$ cat src/rtl/fp_mul_norm_round.sv
// fp_mul_norm_round: two-stage normalize / round / pack stage that sits
// behind the 26-bit fraction multiplier of the single-precision multiply path.
// Stage 1 normalizes and decides rounding; stage 2 applies the increment,
// detects over/underflow and packs the binary32 result with RISC-V fflags.
module fp_mul_norm_round #(
   parameter int BIAS    = 127,
   parameter int EXP_MAX = 255
) (
   input  logic        CLK,
   input  logic        nRST,
   input  logic        in_valid,
   output logic        in_ready,
   input  logic        sign_in,
   input  logic [9:0]  exp_in,
   input  logic [25:0] frac_in,
   input  logic        ovf_in,
   input  logic        sticky_in,
   input  logic [2:0]  frm,
   output logic        out_valid,
   input  logic        out_ready,
   output logic [31:0] result,
   output logic [4:0]  fflags
);

   typedef enum logic [2:0] {
      RmRne = 3'b000,
      RmRtz = 3'b001,
      RmRdn = 3'b010,
      RmRup = 3'b011,
      RmRmm = 3'b100
   } rm_e;

   localparam logic signed [10:0] ExpMaxS   = 11'(EXP_MAX);
   localparam logic [7:0]         InfExp    = 8'(EXP_MAX);
   localparam logic [7:0]         MaxFinExp = 8'(2 * BIAS);

   // pipeline state
   logic        s1_valid_q;
   logic        s1_sign_q;
   logic [9:0]  s1_exp_q;
   logic [22:0] s1_mant_q;
   logic        s1_rup_q;
   logic        s1_nx_q;
   logic [2:0]  s1_frm_q;
   logic        s2_valid_q;
   logic [31:0] result_q;
   logic [4:0]  fflags_q;

   // stage-1 next-state values
   logic [9:0]  s1_exp_d;
   logic [22:0] s1_mant_d;
   logic        s1_rup_d;
   logic        s1_nx_d;
   logic        guardBit;
   logic        stickyBit;

   // stage-2 next-state values
   logic [23:0]        sum;
   logic signed [10:0] expPost;
   logic               underflow;
   logic               overflow;
   logic [31:0]        result_d;
   logic [4:0]         fflags_d;

   logic adv1;
   logic adv2;

   // a stage may load when it is empty or its contents move on this cycle
   assign adv2      = !s2_valid_q || out_ready;
   assign adv1      = !s1_valid_q || adv2;
   assign in_ready  = adv1;
   assign out_valid = s2_valid_q;
   assign result    = result_q;
   assign fflags    = fflags_q;

   // normalize the raw product to 1.x form and pick the rounding direction
   always_comb begin
      s1_exp_d  = exp_in;
      s1_mant_d = frac_in[24:2];
      guardBit  = frac_in[1];
      stickyBit = frac_in[0] | sticky_in;
      if (ovf_in) begin
         s1_exp_d  = exp_in + 10'd1;
         s1_mant_d = frac_in[25:3];
         guardBit  = frac_in[2];
         stickyBit = (|frac_in[1:0]) | sticky_in;
      end
      s1_nx_d = guardBit | stickyBit;
      case (frm)
         RmRtz:   s1_rup_d = 1'b0;
         RmRdn:   s1_rup_d = sign_in & s1_nx_d;
         RmRup:   s1_rup_d = !sign_in & s1_nx_d;
         RmRmm:   s1_rup_d = guardBit;
         default: s1_rup_d = guardBit & (stickyBit | s1_mant_d[0]);
      endcase
   end

   // stage-1 register: captures a beat whenever the input handshake fires
   always_ff @(posedge CLK or negedge nRST) begin
      if (!nRST) begin
         s1_valid_q <= 1'b0;
         s1_sign_q  <= 1'b0;
         s1_exp_q   <= '0;
         s1_mant_q  <= '0;
         s1_rup_q   <= 1'b0;
         s1_nx_q    <= 1'b0;
         s1_frm_q   <= '0;
      end else if (adv1) begin
         s1_valid_q <= in_valid;
         if (in_valid) begin
            s1_sign_q <= sign_in;
            s1_exp_q  <= s1_exp_d;
            s1_mant_q <= s1_mant_d;
            s1_rup_q  <= s1_rup_d;
            s1_nx_q   <= s1_nx_d;
            s1_frm_q  <= frm;
         end
      end
   end

   // apply the increment, then classify as underflow, overflow or normal
   always_comb begin
      sum       = {1'b0, s1_mant_q} + {23'd0, s1_rup_q};
      expPost   = {s1_exp_q[9], s1_exp_q} + {10'd0, sum[23]};
      underflow = $signed(s1_exp_q) <= 10'sd0;
      overflow  = expPost >= ExpMaxS;
      result_d  = {s1_sign_q, expPost[7:0], sum[22:0]};
      fflags_d  = {4'b0000, s1_nx_q};
      if (underflow) begin
         result_d = {s1_sign_q, 31'd0};
         fflags_d = 5'b00011;
      end else if (overflow) begin
         fflags_d = 5'b00101;
         case (s1_frm_q)
            RmRtz:   result_d = {s1_sign_q, MaxFinExp, 23'h7FFFFF};
            RmRdn:   result_d = s1_sign_q ? {1'b1, InfExp, 23'd0}
                                          : {1'b0, MaxFinExp, 23'h7FFFFF};
            RmRup:   result_d = s1_sign_q ? {1'b1, MaxFinExp, 23'h7FFFFF}
                                          : {1'b0, InfExp, 23'd0};
            default: result_d = {s1_sign_q, InfExp, 23'd0};
         endcase
      end
   end

   // stage-2 register: output holds still while the consumer stalls
   always_ff @(posedge CLK or negedge nRST) begin
      if (!nRST) begin
         s2_valid_q <= 1'b0;
         result_q   <= '0;
         fflags_q   <= '0;
      end else if (adv2) begin
         s2_valid_q <= s1_valid_q;
         if (s1_valid_q) begin
            result_q <= result_d;
            fflags_q <= fflags_d;
         end
      end
   end

endmodule

$ cat config.mk
export PLATFORM = sky130hd
export DESIGN_NAME = fp_mul_norm_round
export DESIGN_NICKNAME = d
export VERILOG_FILES = /design/src/rtl/fp_mul_norm_round.sv
export SDC_FILE = /design/constraint.sdc
export NUM_CORES = 1
export LEC_CHECK = 0
export BUFFER_PORTS_ARGS = -buffer_cell sky130_fd_sc_hd__buf_4
export CAP_MARGIN = 20
export CELL_PAD_IN_SITES_DETAIL_PLACEMENT = 1
export CELL_PAD_IN_SITES_GLOBAL_PLACEMENT = 1
export CORE_ASPECT_RATIO = 1.2
export CORE_MARGIN = 4
export CORE_UTILIZATION = 34
export DETAILED_ROUTE_END_ITERATION = 16
export GPL_TIMING_DRIVEN = 0
export PLACE_DENSITY_LB_ADDON = 0.25
export SLEW_MARGIN = 20
export SYNTH_ARGS = -nofsm -noshare
export SYNTH_HDL_FRONTEND = slang
export SYNTH_SLANG_ARGS = --single-unit
export TNS_END_PERCENT = 100
$ cat constraint.sdc
create_clock -name CLK -period 7.15 [get_ports CLK]
set_input_delay 0 -clock CLK [delete_from_list [all_inputs] [get_ports CLK]]
set_output_delay 0 -clock CLK [all_outputs]
set_load 0.02 [all_outputs]
After elaboration in Yosys (flattened, before gate mapping)
Index checks and enable logic that the tools add are counted.
{"block": "word_totals", "ff_bits": 78, "romBits": 0, "in_bits": 46, "n_memories": 0, "mem_bits_rw": 0, "latch_bits": 0, "elab_cells": 49}
{"block": "op_classes", "n_mux": 12, "n_mul": 0, "reduce_logical": 8, "magnitude_cmp": 2, "addsub": 3, "n_eq_ne": 7, "bitwise": 7, "n_div": 0, "shifts": 0}
{"op": "32-bit 2-to-1 mux", "n": 4}
{"op": "32-bit case mux with 3 select lines", "n": 1}
{"op": "23-bit by 1-bit adder with 24-bit output", "n": 1}
{"op": "23-bit 2-to-1 mux", "n": 1}
{"op": "3-bit by 2-bit == test with 1-bit output, second input constant", "n": 4}
{"op": "10-bit by 2-bit adder with 11-bit output", "n": 1}
{"op": "11-bit by 9-bit greater-or-equal comparator with 1-bit output, second input constant", "n": 1}
{"op": "10-bit by 1-bit adder with 10-bit output, second input constant", "n": 1}
{"op": "10-bit by 1-bit <= comparator with 1-bit output, second input constant", "n": 1}
{"op": "10-bit 2-to-1 mux", "n": 1}
{"op": "3-bit by 1-bit == test with 1-bit output, second input constant", "n": 2}
{"op": "3-bit 2-to-1 mux", "n": 2}
{"op": "1-bit OR", "n": 4}
{"op": "1-bit case mux with 4 select lines", "n": 1}
{"op": "2-bit AND reduction", "n": 2}
{"op": "1-bit bitwise AND", "n": 3}
{"op": "3-bit == test, second input constant", "n": 1}
{"op": "1-bit zero test", "n": 3}
{"op": "1-bit logical OR", "n": 2}
{"op": "1-bit 2-to-1 mux", "n": 2}
{"op": "2-bit OR reduction", "n": 1}

Depth between registers and ports, before layout
Gate-level depths: netlist of the first run.
{"block": "logic_depth", "ltp_word": 6, "depth_mapped": 13}

Least setup slack after synthesis of the first run
OpenSTA, ideal clock, no wires.
{"block": "synth_timing", "path_type": "flip-flop to flip-flop", "startpoint": "reg s1_mant_q[12]", "endpoint": "reg result_q[18] (netlist: result[18])", "path_stages_with_launch": 14, "t_required_ns": 7.015, "n_path_buf": 3, "arrival_ns": 3.382, "path_slack_ns": 3.634, "path_cell_list": "dfrtp_1 clkbuf_1 and4_1 clkbuf_1 nand4_1 nor4_1 ha_1 ha_1 nand3_4 or3_1 a2111o_1 o221ai_1 buf_4 a22oi_2"}
{"block": "synth_via", "elab_chain_cells": 5}
{"item": "start, declared", "line_no": "41", "source": "logic [22:0] s1_mant_q;"}
{"item": "start signal, assigned", "line_no": "113", "source": "s1_mant_q <= s1_mant_d;"}
{"item": "23-bit by 1-bit adder with 24-bit output (*)", "line_no": "123", "source": "sum = {1'b0, s1_mant_q} + {23'd0, s1_rup_q};"}
{"item": "10-bit by 2-bit adder with 11-bit output", "line_no": "124", "source": "expPost = {s1_exp_q[9], s1_exp_q} + {10'd0, sum[23]};"}
{"item": "11-bit by 9-bit greater-or-equal comparator with 1-bit output", "line_no": "126", "source": "overflow = expPost >= ExpMaxS;"}
{"item": "32-bit 2-to-1 mux (*)", "line_no": "132", "source": "end else if (overflow) begin"}
{"item": "32-bit 2-to-1 mux (*)", "line_no": "129", "source": "if (underflow) begin"}
{"item": "end signal, assigned", "line_no": "154", "source": "result_q <= result_d;"}
{"item": "end, declared", "line_no": "46", "source": "logic [31:0] result_q;"}
Every way passes the cells marked *; elsewhere a longest branch is shown, timed or not.
A chain may end at the register's enable or synchronous reset.

Worst setup path in the final report of the first run
Ends and elaborated chain as after synthesis.

==> flow_summary.yaml, run 1 <==
clock_network:
  postCtsSetupBuffers: 0
  cts_root_buf: "clkbuf_16"
  cts_tree: "yes"
  ctsHtreeMaxLevel: 3
  cts_sinks: 76
  clkTransAtPathRegs_ns: 0.06
  clockBufferDepth: 2
  cts-buffers-inserted: 9
  cts_resized: 0
  insertion_delay_ns: 0.34
yosys:
  async_reset_ff_frac: 1.00
  ys_seq_area_frac: 0.431
  synth-edff-count: 0
  yosys_warnings: 0
  synth_top_cell_area_share: 0.431
  netlist_top_cells_count: "dfrtp_1 (76), nand2_1 (72), o21ai_0 (39), mux2i_1 (24), a22oi_2 (21)"
  syn_area_sq_mm: 0.00441
  synthCells: 450
  yosysTopAreaCell: "dfrtp_1"
  ys_dominant_reg_cell: "dfrtp_1"
  yosysUniqueCellTypes: 56
  synth.avg_cell_area_sq_um: 9.81
  synthTopCellsByArea: "dfrtp_1 (43%), nand2_1 (6.1%), a22oi_2 (6.0%), mux2i_1 (5.4%), o21ai_0 (4.4%)"
  ys_ff_latch: 76
  yosysMostFrequentCell: "dfrtp_1"
worst_setup_path:
  crit_required_ns: 7.36
  endpoint_kind: "flop"
  reg2reg_slack_ns: 2.84
  ff2ff_path_depth: 13
  path_class: "flop to flop"
  crit_arrival_ns: 4.52
  r2r-end: "result[18]"
  crit_fanout: 10
  r2r_start: "s1_mant_q[12]"
  cp-start-kind: "flop"
final_layout:
  antennaDiodeCount: 0
  multi_input_area_sq_mm: 0.00232
  area.sequential_sq_mm: 0.00190
  layout.nets: 634
  area_growth_pct: 35.6
  drive_gt1_frac: 0.265
  fill_cells: 1418
grt:
  grt_max_degree: 77
  grt_pass1_wl_mm: 21.9
  use_met1: 0.224
  grt_util_met3: 0.0252
  antenna_found_initial: 0
  grtUsageTotal: 0.184
  grt-ovfl-total: 0
  grt_use_met2: 0.326
  grt_pass1_vias: 4332
  busiest_layer: "met2"
floorplanning:
  die_area_sq_mm: 0.0149
  ioPinCount: 85
  core_sq_mm: 0.0127
  die_x_um: 112
  start_util: 0.348
  rows: 45
  die-height_um: 133
detailed_routing:
  drc: 0
  vias: 3996
  first_iter_violations: 164
  vias_per_cell: 5.31
  routedWlPerCell_um: 17.7
  ant_nets: 0
  routed_wl_mm: 13.3
  first_pass_iters: 4
timing:
  fin_setup_tns_ns: 0
  period_share: 0.603
  maxSlewViolCount: 0
  worst_slew_pin_slew_ns: 0.844
  final.min_clock_period_ns: 4.31
  hold_viol: 2
  holdWs_ns: -0.00549
  skew_ns: 0.00829
  maxSlewHeadroom: 0.436
  timing.fmax_mhz: 232
  setup_viol: 0
  rsz0062_at_grt: "false"
power:
  power_density_mw_per_mm2: 253
  ir_drop_v: 0.0000930
  leakagePower_nw: 2.58
placement:
  portBuffers: 82
  post-dp-hpwl_mm: 9.61
  gp_congestion: 0.789
job:
  max-cap-violations: 0
worst_hold_path:
  hold_class: "input port to flop"
  hold_end: "s1_mant_q[10]"
  hp-start: "frac_in[12]"
  hold-path-cell-count: 3
run_status:
  violations: "negative hold slack"
  outcome: "complete, but fails checks"
==> cell type report <==
class                           count  share of cell area
Multi-Input combinational cell    340               0.387
Sequential cell                    76               0.318
Timing Repair Buffer              121               0.169
Clock buffer                       12              0.0429
Tap cell                          164              0.0343
Buffer                             31              0.0307
Clock inverter                      4              0.0159
Inverter                            4             0.00251
==> metal layers <==
layer  part of all wire  routed length (um)
met4              0.027                 359
met2               0.52                6930
met3              0.033                 442
met5                  0                   0
met1               0.42                5600
==> worst max path at each step <==
stage	from	endpoint	slack [ns]	cells after the start
after floorplan	s1_mant_q[12]	result[18]	3.63	13
after global placement	s1_mant_q[12]	result[14]	2.98	13
after detailed placement	s1_mant_q[12]	result[18]	2.87	13
after CTS	s1_mant_q[12]	result[18]	2.79	13
after global routing	s1_mant_q[12]	result[20]	2.55	13
final	s1_mant_q[12]	result[18]	2.84	13
==> critical path: stages (launching register included) <==
cell and delay, ns:
dfrtp_1 0.33, clkbuf_1 0.32, and4_1 0.25, clkbuf_1 0.32, nand4_1 0.20, nor4_1 0.32
ha_1 0.30, ha_1 0.25, nand3_4 0.13, or3_1 0.39, a2111o_1 0.52, o221ai_1 0.43
buf_4 0.30, a22oi_2 0.10
==> state kept, by name (all words and copies together) (netlist names) <==
| name | cells |
|---|---|
| s1_sign_q | 1 |
| s1_nx_q | 1 |
| fflags | 3 |
| s1_exp_q | 10 |
| s1_valid_q | 1 |
| s1_mant_q | 23 |
| out_valid | 1 |
| s1_rup_q | 1 |
| s1_frm_q | 3 |
| result | 32 |
==> cell usage in the layout, fill, tap and decap left out, types with 3 or more instances in the layout <==
cell / count
nor3_1: 4
bufinv_16: 3
nand2_1: 72
o21ai_0: 39
and4_1: 5
clkbuf_16: 9
ha_1: 5
buf_6: 6
mux2_2: 7
or3_1: 4
o31ai_1: 8
and2_1: 6
o21a_1: 3
dlygate4sd3_1: 40
nor4_1: 3
a21boi_0: 3
a21oi_1: 16
buf_4: 85
or4_2: 3
a31o_2: 3
nor2_1: 12
or4_1: 4
nand3_1: 10
nand4_1: 15
and3_1: 7
nand2b_1: 4
xnor2_1: 15
xor2_1: 10
mux2i_1: 24
clkbuf_1: 16
a22oi_1: 6
dfrtp_1: 76
inv_1: 4
o21ai_2: 8
a22oi_2: 21
==> logic make-up after synthesis <==
| kind of cell | share of synthesized area |
|---|---|
| multiplexers | 0.0723 |
| AND/OR/NAND/NOR | 0.179 |
| buffers and inverters | 0.0451 |
| adder cells (fa/ha/maj) | 0.0142 |
| XOR/XNOR | 0.0496 |
| flip-flops | 0.431 |
| other | 0.000850 |
| AO/OA/AOI/OAI | 0.208 |
==> through the flow <==
step / area (sq um) / utilization / total power [W] / std cells / setup slack [ns]
finish: 5980 / 0.472 / 0.00152 / 752 / 2.84
global route: 5980 / 0.472 / 0.00160 / 752 / 2.55
CTS: 5980 / 0.472 / 0.00153 / 752 / 2.79
detailed placement: 5240 / 0.413 / 0.000967 / 697 / 2.87
global placement: 5240 / 0.413 / 0.000954 / 697 / 2.98
floorplan: 4420 / - / 0.000802 / 451 / 3.63
==> timing repair <==
action,in CTS,in global routing
endpoints found under the setup margin,0,0
hold buffers,39,0
endpoints found under the hold margin,107,0
==> where the power goes <==
group	internal, W	leakage (nW)	switching, W
Combinational	0.000186	1.45	0.000222
Sequential	0.000500	0.958	0.0000659
Clock	0.000360	0.173	0.000183
Total	0.00105	2.58	0.000470
Power figures use the tool's default switching activity.
==> inputs of run 2 (changes only) <==
==> constraint.sdc (replaced) <==
create_clock -name CLK -period 3.9 [get_ports CLK]
set_input_delay 0 -clock CLK [delete_from_list [all_inputs] [get_ports CLK]]
set_output_delay 0 -clock CLK [all_outputs]
set_load 0.02 [all_outputs]
==> flow_summary.yaml, run 2 (same netlist as run 1, synthesis figures left out) <==
clock_network:
  cts-buffers-inserted: 9
  clkTransAtPathRegs_ns: 0.06
  cts_root_buf: "clkbuf_16"
  cts_tree: "yes"
  ctsHtreeMaxLevel: 3
  insertion_delay_ns: 0.34
  cts_sinks: 76
  clockBufferDepth: 2
final_layout:
  fill_cells: 1411
  largest_reg_flops: 32
  multi_input_area_sq_mm: 0.00235
  antennaDiodeCount: 0
  layout_commonest_cell: "buf_4"
  area_growth_pct: 36.5
  area.sequential_sq_mm: 0.00190
  drive_gt1_frac: 0.281
  layout.nets: 633
  final_cell_mix: "buf_4 (86), dfrtp_1 (76), nand2_1 (70), dlygate4sd3_1 (40), o21ai_0 (39)"
  fin_area_sq_mm: 0.00602
detailed_routing:
  first_iter_violations: 155
  drc: 0
  ant_nets: 0
  routedWlPerCell_um: 17.8
  routed_wl_mm: 13.4
  first_pass_iters: 4
  vias: 4006
  vias_per_cell: 5.33
grt:
  antenna_found_initial: 0
  grt_pass1_wl_mm: 22.0
  grt_pass1_vias: 4342
  grtUsageTotal: 0.185
  grt-ovfl-total: 0
  grt_max_degree: 77
worst_setup_path:
  crit_required_ns: 4.16
  path_class: "flop to flop"
  cp_cell_sequence: "ha_1 > and4_4 > nand2_2 > nor4_4 > ha_2 > ha_1 > nand3_4 > or3_1 > a2111o_1 > a221o_4 > buf_6 > a22oi_2"
  max_stage_delay_ns: 0.47
  endpoint_kind: "flop"
  worst-path-buf-inv: 1
  crit_family: "simple AND/OR/NAND/NOR gates"
  cp-start-kind: "flop"
  crit_arrival_ns: 3.95
  crit_fanout: 10
  slowest_stage: "a2111o_1"
  critPathMostFrequentCell: "ha_1"
power:
  p_clk_frac: 0.357
  switching_power_w: 0.000866
  switching_share: 0.311
  ir_drop_v: 0.000171
  pwr-share-seq: 0.374
  combPwrFrac: 0.269
  power_density_mw_per_mm2: 462
  p_int_w: 0.00192
  leakagePower_nw: 2.60
placement:
  post-dp-hpwl_mm: 9.61
  gp_congestion: 0.789
  post_dp_cell_area_sq_mm: 0.00524
  dpl_worst_slack_ns: -0.384
  portBuffers: 82
worst_hold_path:
  hold_class: "input port to flop"
timing:
  holdWs_ns: -0.00360
  setup_viol: 0
  timing.fmax_mhz: 271
  maxSlewViolCount: 0
  worst_slew_pin_slew_ns: 0.860
  skew_ns: 0.00753
  period_share: 0.947
  maxSlewHeadroom: 0.425
  fin_ws_ns: 0.207
  final.min_clock_period_ns: 3.69
  hold_viol: 1
floorplanning:
  rows: 45
  start_util: 0.348
  die_x_um: 112
  core_sq_mm: 0.0127
  die_area_sq_mm: 0.0149
  die-height_um: 133
  ioPinCount: 85
run_status:
  violations: "negative hold slack"
  outcome: "complete, but fails checks"
job:
  max-cap-violations: 0
==> run 2: cell count changes in the layout (fill, tap and decap cells not counted), sizes merged <==
cell    before  now
clkbuf      28   25
buf         95   97
==> run 2: worst paths after layout <==
kind / slack, ns / startpoint / end / depth (start not counted)
min: -0.004 / frac_in[12] / s1_mant_q[10] / 3
max in group asynchronous: 3.15 / nRST / s1_mant_q[20] / 2
max: 0.21 / s1_mant_q[0] / result[18] / 12
max reg2reg: 0.21 / s1_mant_q[0] / result[18] / 12
min in group asynchronous: 0.26 / nRST / result[4] / 2
min reg2reg: 0.50 / fflags[2] / fflags[2] / 2
==> run 2: power groups by stage <==
stage	sequential, W	combinational, W	clock (W)
after floorplan	0.00110	0.000370	0
after global placement	0.00104	0.000706	0
after detailed placement	0.00105	0.000722	0
after CTS	0.00104	0.000759	0.00101
after global routing	0.00106	0.000821	0.00105
final	0.00104	0.000748	0.000995
==> run 2: worst min-delay path, cell delays in order <==
cell	delay [ns]
buf_4	0.09
mux2i_1	0.05
o21ai_0	0.15
==> run 2: final cells by class <==
type,instances,share of cell area
multi-input cells,340,0.390
inverters,4,0.00249
plain buffers,28,0.0293
repair buffers,123,0.170
clock buffers,12,0.0426
clock inverters,4,0.0158
flip-flops and latches,76,0.316
well taps,164,0.0341
==> run 2: stage by stage <==
| step | cells | hold slack (ns) | util | setup TNS (ns) | total power [W] |
|---|---|---|---|---|---|
| 6_report | 751 | -0.00360 | 0.476 | 0 | 0.00278 |
| 5_1_grt | 751 | 0.0223 | 0.476 | -0.0131 | 0.00293 |
| 4_1_cts | 750 | 0.000122 | 0.473 | 0 | 0.00281 |
| 3_5_place_dp | 697 | 0.216 | 0.413 | -9.00 | 0.00177 |
| 3_3_place_gp | 697 | 0.202 | 0.413 | -5.67 | 0.00175 |
| 2_1_floorplan | 451 | -0.296 | - | 0 | 0.00147 |
==> run 2: per-layer routing <==
| layer | vias up | global-route usage | wire length (um) |
|---|---|---|---|
| met5 | - | 0 | 0 |
| met2 | 83 | 0.330 | 7020 |
| met1 | 1980 | 0.225 | 5550 |
| li1 | 1916 | - | - |
| met4 | 0 | 0.0735 | 359 |
| met3 | 27 | 0.0252 | 464 |
==> run 2: timing repair <==
action / CTS / global route
hold endpoints to repair: 107 / 0
pin swaps: 0 / 1
hold buffers: 39 / 0
setup endpoints to repair: 33 / 33
buffers inserted: 0 / 2
gates resized for setup: 7 / 3
==> inputs of run 3 (changes only) <==
--- a/config.mk
+++ b/config.mk
@@ -13,7 +13,7 @@
 export CORE_MARGIN = 4
 export CORE_UTILIZATION = 34
 export DETAILED_ROUTE_END_ITERATION = 16
-export GPL_TIMING_DRIVEN = 0
+export GPL_TIMING_DRIVEN = 1
 export PLACE_DENSITY_LB_ADDON = 0.25
 export SLEW_MARGIN = 20
 export SYNTH_ARGS = -nofsm -noshare
==> flow_summary.yaml, run 3 (same netlist as run 1, synthesis figures left out) <==
job:
  max-cap-violations: 0
floorplanning:
  core_sq_mm: 0.0127
  rows: 45
  die-height_um: 133
  die_x_um: 112
  die_area_sq_mm: 0.0149
  ioPinCount: 85
  start_util: 0.348
run_status:
  outcome: "completed"
grt:
  grtUsageTotal: 0.173
  grt_max_degree: 77
  grt_pass1_vias: 4126
  antenna_found_initial: 0
  grt-ovfl-total: 0
  grt_pass1_wl_mm: 21.0
power:
  power_density_mw_per_mm2: 448
  leakagePower_nw: 2.51
  ir_drop_v: 0.000171
worst_setup_path:
  r2r-end: "result[18]"
  cp-start-kind: "flop"
  path_class: "flop to flop"
  endpoint_kind: "flop"
  crit_start: "s1_mant_q[0]"
  r2r_start: "s1_mant_q[0]"
  crit_arrival_ns: 3.88
  crit_required_ns: 4.16
  crit_fanout: 21
  ff2ff_path_depth: 12
  reg2reg_slack_ns: 0.27
final_layout:
  largest_reg_flops: 32
  layout.nets: 611
  finalNonFillerCells: 729
  layout_commonest_cell: "buf_4"
  post-route-util: 0.460
  antennaDiodeCount: 0
  final_cell_mix: "buf_4 (94), dfrtp_1 (76), nand2_1 (71), o21ai_0 (39), dlygate4sd3_1 (34)"
  drive_gt1_frac: 0.288
  fin_area_sq_mm: 0.00583
  area_growth_pct: 32.1
detailed_routing:
  ant_nets: 0
  vias: 3862
  routed_wl_mm: 12.7
  vias_per_cell: 5.30
  routedWlPerCell_um: 17.4
  first_iter_violations: 185
  first_pass_iters: 4
  drc: 0
timing:
  maxSlewHeadroom: 0.358
  fin_setup_tns_ns: 0
  timing.fmax_mhz: 276
  final.min_clock_period_ns: 3.63
  worst_slew_pin_slew_ns: 0.963
  setup_viol: 0
  skew_ns: 0.00906
  maxSlewViolCount: 0
  rsz0062_at_grt: "false"
  hold_viol: 0
  holdWs_ns: 0.00226
  period_share: 0.930
clock_network:
  clkTransAtPathRegs_ns: 0.06
  cts_sinks: 76
  insertion_delay_ns: 0.34
  cts-buffers-inserted: 9
  ctsHtreeMaxLevel: 3
  cts_tree: "yes"
  cts_root_buf: "clkbuf_16"
  clockBufferDepth: 2
worst_hold_path:
  hold_end: "s1_mant_q[4]"
  hold-path-cell-count: 3
  hp-start: "frac_in[6]"
  hold_class: "input port to flop"
placement:
  post_dp_cell_area_sq_mm: 0.00516
  place_inst: 677
  portBuffers: 82
  post-dp-hpwl_mm: 9.04
  gp_congestion: 0.781
[run 3: stage by stage]
stage                     total power (W)  setup slack (ns)
after floorplan                   0.00147             0.384
after global placement            0.00173             0.291
after detailed placement          0.00176             0.142
after CTS                         0.00264             0.106
after global routing              0.00276            0.0340
final                             0.00261             0.273
[run 3: how the worst max path moves through the flow]
stage | to | slack (ns)
floorplan | result[18] | 0.38
global placement | result[19] | 0.29
detailed placement | result[18] | 0.14
CTS | result[21] | 0.11
global route | result[18] | 0.03
finish | result[18] | 0.27
[run 3: worst max-delay path: stages, from the launching register on]
cell and delay (ns):
dfrtp_1 0.35, ha_1 0.21, and4_1 0.24, nand2_1 0.11
nor4_2 0.31, ha_2 0.27, ha_1 0.23, nand3_4 0.12
or3_1 0.39, a2111o_1 0.47, a221o_4 0.48, buf_12 0.19
a22oi_2 0.16
[run 3: report_power, final]
part / internal, W / switching, W
clock: 0.000511 / 0.000329
sequential: 0.000917 / 0.000133
combinational: 0.000330 / 0.000391
total: 0.00176 / 0.000853
[run 3: cell type report]
class                      count  area, sq um
fill                        1451         6840
multi-input combinational    340         2340
sequential                    76         1900
timing repair buffer         129         1070
clock buffer                  10          239
tap                          164          205
clock inverter                 6         63.8
inverter                       4         15.0
[run 3: metal layers]
metal | GRT usage | wire [um] | vias to the layer above | share of wire
met1 | 0.214 | 5420 | 1910 | 0.43
met5 | 0 | 0 | - | 0
met2 | 0.305 | 6580 | 71 | 0.52
met4 | 0.0588 | 248 | 0 | 0.020
li1 | - | - | 1865 | -
met3 | 0.0311 | 451 | 16 | 0.036
[run 3: timing repair]
item,4_1_cts,5_1_grt
endpoints found under the setup margin,0,24
setup buffers,0,2
hold buffers,34,0
resized for setup,0,2
hold endpoints to repair,102,0
